`src/rtl/selector_decoder.sv`:
```
// ============================================================================
// Module   : selector_decoder
// Purpose  : Converts a one-hot row/column select bus to a buffered binary
//            index with valid/ready handshake, error flags and sweep count.
//            Optional sweep-order check: SELECTOR_DECODER_ORDER_CHECK_EN.
// Revision : 1.0 - initial release
// ============================================================================
`default_nettype none

module selector_decoder #(
    parameter int LENGTH      = 4,
    parameter int COUNT_WIDTH = 8,
    localparam int IW         = (LENGTH > 1) ? $clog2(LENGTH) : 1
) (
    input  logic                   clk,
    input  logic                   reset,
    input  logic [LENGTH-1:0]      select_in,
    input  logic                   select_valid,
    output logic                   select_ready,
    input  logic                   out_ready,
    output logic [IW-1:0]          index,
    output logic                   index_valid,
    output logic                   index_last,
    output logic [COUNT_WIDTH-1:0] sweep_count,
    input  logic                   clear_error,
    output logic                   error,
    output logic [1:0]             error_code
);

    localparam logic [IW-1:0] c_last_idx   = IW'(LENGTH - 1);
    localparam logic [1:0]    c_code_zero  = 2'b01;
    localparam logic [1:0]    c_code_multi = 2'b10;
    localparam logic [1:0]    c_code_order = 2'b11;

    logic [IW-1:0]          r_index;
    logic                   r_valid;
    logic                   r_last;
    logic [COUNT_WIDTH-1:0] r_sweep;
    logic                   r_error;
    logic [1:0]             r_code;

    logic                   w_accept;
    logic                   w_zero;
    logic                   w_multi;
    logic                   w_good;
    logic                   w_is_last;
    logic                   w_order_err;
    logic                   w_new_err;
    logic [1:0]             w_new_code;
    logic [IW-1:0]          w_pos;

    assign select_ready = !r_valid || out_ready;
    assign w_accept     = select_valid && select_ready;

    // Clearing the lowest set bit leaves a nonzero residue only for multi-hot.
    assign w_zero  = (select_in == '0);
    assign w_multi = |(select_in & (select_in - LENGTH'(1)));
    assign w_good  = w_accept && !w_zero && !w_multi;

    always_comb begin
        w_pos = '0;
        for (int i = 0; i < LENGTH; i++) begin
            if (select_in[i]) begin
                w_pos = w_pos | IW'(i);
            end
        end
    end

    assign w_is_last = (w_pos == c_last_idx);

`ifdef SELECTOR_DECODER_ORDER_CHECK_EN
    logic [IW-1:0] r_expected;

    assign w_order_err = w_good && (w_pos != r_expected);

    // Resynchronise on every good decode so one skip raises a single error.
    always_ff @(posedge clk) begin
        if (reset) begin
            r_expected <= '0;
        end else if (w_good) begin
            r_expected <= w_is_last ? '0 : (w_pos + IW'(1));
        end
    end
`else
    assign w_order_err = 1'b0;
`endif

    always_comb begin
        w_new_err  = 1'b0;
        w_new_code = 2'b00;
        if (w_accept && w_zero) begin
            w_new_err  = 1'b1;
            w_new_code = c_code_zero;
        end else if (w_accept && w_multi) begin
            w_new_err  = 1'b1;
            w_new_code = c_code_multi;
        end else if (w_order_err) begin
            w_new_err  = 1'b1;
            w_new_code = c_code_order;
        end
    end

    always_ff @(posedge clk) begin
        if (reset) begin
            r_index <= '0;
            r_valid <= 1'b0;
            r_last  <= 1'b0;
            r_sweep <= '0;
            r_error <= 1'b0;
            r_code  <= 2'b00;
        end else begin
            if (w_good) begin
                r_index <= w_pos;
                r_last  <= w_is_last;
                r_valid <= 1'b1;
            end else if (out_ready) begin
                r_valid <= 1'b0;
            end

            if (w_good && w_is_last) begin
                r_sweep <= r_sweep + COUNT_WIDTH'(1);
            end

            // A new error in the clearing cycle is treated as the first error.
            if (w_new_err) begin
                r_error <= 1'b1;
                if (!r_error || clear_error) begin
                    r_code <= w_new_code;
                end
            end else if (clear_error) begin
                r_error <= 1'b0;
                r_code  <= 2'b00;
            end
        end
    end

    assign index       = r_index;
    assign index_valid = r_valid;
    assign index_last  = r_last;
    assign sweep_count = r_sweep;
    assign error       = r_error;
    assign error_code  = r_code;

endmodule

`default_nettype wire

```
`config.mk`:
```
export PLATFORM = sky130hd
export DESIGN_NAME = selector_decoder
export DESIGN_NICKNAME = d
export VERILOG_FILES = /design/src/rtl/selector_decoder.sv
export SDC_FILE = /design/constraint.sdc
export NUM_CORES = 1
export LEC_CHECK = 0
export BUFFER_PORTS_ARGS = -buffer_cell sky130_fd_sc_hd__buf_4
export CORE_ASPECT_RATIO = 1.1
export CORE_UTILIZATION = 48
export DETAILED_ROUTE_END_ITERATION = 7
export PLACE_DENSITY = 0.82
export SYNTH_ARGS = -nofsm -noshare
export SYNTH_HDL_FRONTEND = slang
export SYNTH_SLANG_ARGS = --single-unit
```
`constraint.sdc`:
```
create_clock -name clk -period 1.8 [get_ports clk]
set_input_delay 0.18 -clock clk [delete_from_list [all_inputs] [get_ports clk]]
set_output_delay 0.18 -clock clk [all_outputs]
set_load 0.05 [all_outputs]
```
=== After elaboration in Yosys (flattened, before gate mapping) ===
Cells that the tools add are included.

* $add $sub $neg: 2
* Equal/unequal tests: 2
* Mux-type cells: 14
* Bitwise logic cells: 1
* Reduce and logical (&&, ||, !) cells: 17

{| class="wikitable"
|+ Operators with widths
! operator !! count
|-
| 2-bit 2-to-1 mux || 7
|-
| 8-bit by 1-bit adder with 8-bit output, second input constant || 1
|-
| 1-bit 2-to-1 mux || 7
|-
| 1-bit logical AND || 6
|-
| 4-bit bitwise AND || 1
|-
| 1-bit logical NOT || 4
|-
| 4-bit logical NOT || 1
|-
| 2-bit nonzero test || 2
|-
| 4-bit OR reduction || 1
|-
| 4-bit by 1-bit subtractor with 4-bit output, second input constant || 1
|-
| 2-bit equality test, second input constant || 1
|-
| 1-bit logical OR || 2
|-
| 2-bit by 1-bit != test with 1-bit output, second input constant || 1
|-
| 2-bit AND reduction || 1
|}

* Register bits: 15
* Input port bits: 9
* Output and inout port bits: 16
* Logic and storage cells: 42

=== Longest topological paths before layout ===
* Depth after elaboration: 8
* Gate-level depth with buffers: 5

=== Least setup slack after synthesis ===
Ideal clock, no wire load.

* Path type: reg2reg
* Start: register r_valid, in the netlist index_valid
* End: register r_code[1], in the netlist error_code[1]
* Arrival: 1.704 ns
* Data required time: 1.679 ns
* Setup slack: -0.024 ns
* Stages on the path, launching flop included: 6
* Path buffers: 1
* Cells stage by stage: dfxtp_1 -> nand2b_1 -> buf_2 -> and4bb_2 -> o21ai_0 -> mux2_2

* Word-level cells in the longest chain between the ends: 8
* Elaborated cells on any way between the ends: 14
* Those cells by class: 1 x eq/ne; 6 x mux; 7 x reduce/logical

{| class="wikitable"
|+ RTL lines
! item !! RTL line !! text
|-
| from (decl) || 36 || <nowiki>logic r_valid;</nowiki>
|-
| from (signal assigned) || 106 || <nowiki>r_valid <= 1'b0;</nowiki>
|-
| from (signal assigned) || 115 || <nowiki>r_valid <= 1'b1;</nowiki>
|-
| from (signal assigned) || 117 || <nowiki>r_valid <= 1'b0;</nowiki>
|-
| 1-bit logical NOT * || 52 || <nowiki>assign select_ready = !r_valid || out_ready;</nowiki>
|-
| 1-bit logical OR * || 52 ||
|-
| named net select_ready || 19 || <nowiki>output logic select_ready,</nowiki>
|-
| 1-bit logical AND * || 53 || <nowiki>assign w_accept = select_valid && select_ready;</nowiki>
|-
| 1-bit logical AND || 94 || <nowiki>end else if (w_accept && w_multi) begin</nowiki>
|-
| 1-bit 2-to-1 mux or 2-bit 2-to-1 mux (tied branches) || 94 ||
|-
| 1-bit 2-to-1 mux or 2-bit 2-to-1 mux (tied branches) || 91 || <nowiki>if (w_accept && w_zero) begin</nowiki>
|-
| 2-bit by 1-bit != test with 1-bit output (no source line) (tied with other cells) || n/a ||
|-
| 2-bit AND reduction (no source line) or 2-bit 2-to-1 mux (tied branches) || n/a ||
|-
| to (signal assigned) || 128 || <nowiki>r_code <= w_new_code;</nowiki>
|-
| to (decl) || 40 || <nowiki>logic [1:0] r_code;</nowiki>
|}

Mark *: on every way through the listed nets, which the timed path passes. The rest lies on a longest branch. The select of a mux whose other input is x is not followed.
A chain may end at the register's enable or synchronous reset.

=== Worst setup path in the final report ===
* Start: register r_valid, in the netlist index_valid
* End: register r_code[0], in the netlist error_code[0]

* Word-level cells in the longest chain between the ends: 8
* Elaborated cells on any way between the ends: 13
* Those cells by class: 1 x eq/ne; 5 x mux; 7 x reduce/logical

{| class="wikitable"
|+ RTL lines
! item !! RTL line
|-
| 1-bit logical NOT * || 52
|-
| 1-bit logical OR * || 52
|-
| 1-bit logical AND * || 53
|-
| 1-bit logical AND || 94
|-
| 1-bit 2-to-1 mux || 94
|-
| 1-bit 2-to-1 mux || 91
|-
| 2-bit by 1-bit != test with 1-bit output (no source line) or 2-bit nonzero test (tied branches) || n/a
|-
| 2-bit AND reduction (no source line) || n/a
|}

Every way passes the cells marked *; elsewhere a longest branch is shown, timed or not. The select of a mux whose other input is x is not followed.

==> impl_metrics.env <==
export IMPL_yosys_warnings=0
export IMPL_cp_arrival_ps=1620
export IMPL_vias=731
export IMPL_seqPwrFrac=0.520
export IMPL_wl_mm=1.66
export IMPL_ir_drop_uv=490
export IMPL_start_util=0.542
export IMPL_fin_area_um2=978
export IMPL_syn_mean_instance_area_um2=8.96
export IMPL_dieArea_um2=1810
export IMPL_min_path_type="input port to flip-flop"
export IMPL_clk_pin_slew_worst_paths_ps=90
export IMPL_viasPerCell=5.80
export IMPL_core_area_um2=1450
export IMPL_first_global_vias=601
export IMPL_synthCells=88
export IMPL_ioPinCount=25
export IMPL_fin_crit_sh=0.796
export IMPL_fillers=123
export IMPL_ys_seq_area_frac=0.381
export IMPL_cts_made_buffers=3
export IMPL_yosysTopAreaCellShare=0.381
export IMPL_syn2layout_area_growth_pct=24.1
export IMPL_rsz0062_at_grt="no"
export IMPL_cts_resized=0
export IMPL_nets=121
export IMPL_final_setup_viol_count=0
export IMPL_leakage_nw=0.433
export IMPL_cts_root_buf="clkbuf_4"
export IMPL_p_comb_frac=0.191
export IMPL_grtUsageTotal=0.199
export IMPL_hold_viol_final=0
export IMPL_yosys_area_top_type="dfxtp_1"
export IMPL_final_common_cell="buf_4"
export IMPL_hold_slack_ps=154
export IMPL_crit_type="flip-flop to flip-flop"
export IMPL_htree_num_levels=1
export IMPL_netSwitchingPower_w=0.000192
export IMPL_required_ps=1980
export IMPL_worst_skew_pair_late_latency_ps=280
export IMPL_cts_tree="built"
export IMPL_cts_buffer_depth=2
export IMPL_cts_setup_buffers=0
export IMPL_ant_nets=0
export IMPL_drc=0
export IMPL_power_density_nw_per_um2=682
export IMPL_num_antenna_cells=0
export IMPL_synth_area_leaders="dfxtp_1 (38%), xor2_1 (5.6%), nor2_1 (5.2%)"
export IMPL_finalSetupTns_ps=0
export IMPL_first_iter_violations=14
export IMPL_fin_util=0.673
export IMPL_grt_pass1_wl_mm=2.50
export IMPL_layout_common_cells="buf_4 (25), dfxtp_1 (14), nor2_1 (11), xor2_1 (5), o21ai_0 (5)"
export IMPL_skew_ps=3.59
export IMPL_synthesis_area_um2=788
export IMPL_clockPowerShare=0.289
export IMPL_fp_dieW_um=40.6
export IMPL_synth_nets=98
export IMPL_wire_per_inst_um=13.2
export IMPL_setup_worst_path_end_class="flip-flop"
export IMPL_rows=14
export IMPL_placed_cell_area_um2=952
export IMPL_report_final_slew_viol_count=0
export IMPL_antenna_found_initial=0
export IMPL_layout_drive_gt1_share=0.309
export IMPL_grt_overflow=0
export IMPL_fin_crit_ps=1430
export IMPL_ys_seq_elements=15
export IMPL_timing_fmax_mhz=698
export IMPL_cts_sinks=15
export IMPL_maxSlewHeadroom=0.727
export IMPL_timing_max_cap_violations=0
export IMPL_first_pass_iters=4
export IMPL_place_hpwl_mm=1.26
export IMPL_port_buffers=24
export IMPL_crit_fanout=6
export IMPL_die_y_um=44.5
export IMPL_worst_pin_slew_ps=403
export IMPL_swShare=0.288
export IMPL_postCtsHoldBufs=0
export IMPL_design_power_total_w=0.000667
export IMPL_outcome="finished, final reports clean"
export IMPL_internal_power_w=0.000475
export IMPL_cp_start_kind="flip-flop"
export IMPL_grt_max_degree=19
export IMPL_synth_cell_types=34
export IMPL_finalWeightedCongestion=0.758
critical path, stage by stage, from the launching register on:
cell and delay [ps]:
dfxtp_2 330, nand2b_1 180, nand2_1 170, or4_1 430, o41ai_1 230
registers in the layout, indices dropped and copies added (netlist names):
register,count
index_last,1
error_code,2
index,2
index_valid,1
sweep_count,8
error,1
power groups by stage:
| stage | logic (W) | clock network, W | registers [W] |
|---|---|---|---|
| global placement | 0.000125 | 0 | 0.000354 |
| CTS | 0.000128 | 0.000200 | 0.000346 |
| detailed placement | 0.000128 | 0 | 0.000354 |
| floorplan | 0.0000618 | 0 | 0.000384 |
| global route | 0.000137 | 0.000211 | 0.000348 |
| finish | 0.000128 | 0.000193 | 0.000347 |
worst paths after layout:
check	startpoint	to	slack, ps	cells after the start
hold / removal	select_in[1]	error_code[0]$_SDFFE_PP0P_	150	2
hold reg to reg	index_last$_SDFFE_PP0P_	index_last$_SDFFE_PP0P_	490	2
setup / recovery	index_valid$_SDFFE_PP0P_	error_code[0]$_SDFFE_PP0P_	370	4
setup reg to reg	index_valid$_SDFFE_PP0P_	error_code[0]$_SDFFE_PP0P_	370	4
kinds of logic after synthesis:
logic type / share of synthesized area
compound gates: 0.175
xor+xnor: 0.0556
fa+ha+maj: 0.0159
buf+inv: 0.0571
flops: 0.381
mux: 0.0270
simple gates: 0.289
per-stage QoR:
stage / worst slack [ps] / std cells
5_1_grt: 217 / 126
2_1_floorplan: 122 / 88
3_3_place_gp: 242 / 122
6_report: 367 / 126
3_5_place_dp: 167 / 122
4_1_cts: 364 / 126
routing by layer:
layer | vias to the layer above | track usage | wire length (um)
li1 | 365 | - | -
met1 | 341 | 0.256 | 804
met2 | 19 | 0.298 | 741
met3 | 6 | 0.0553 | 81
met4 | 0 | 0.100 | 37
met5 | - | 0 | 0
cell type report:
| type | count | area, um^2 | share of cell area |
|---|---|---|---|
| Timing Repair Buffer | 25 | 188 | 0.192 |
| Clock buffer | 4 | 26.3 | 0.0269 |
| Sequential cell | 15 | 302 | 0.308 |
| Tap cell | 16 | 20.0 | 0.0205 |
| Multi-Input combinational cell | 66 | 443 | 0.453 |
cells in the mapped netlist (all sizes together):
library cell,number
dfxtp,15
nor2,11
buf,6
nand4,5
o21ai,5
xor2,5
a21oi,4
nand2,4
a211oi,3
nor2b,3
nor4b,3
or3,3
a31oi,2
and3,2
nand2b,2
a211o,1
a21o,1
and4bb,1
clkbuf,1
ha,1
mux2,1
mux2i,1
nand3,1
nor3,1
o211ai,1
o21ba,1
o22ai,1
o311ai,1
o41ai,1
or4,1
Note: power is estimated with default switching activity, not from simulation.
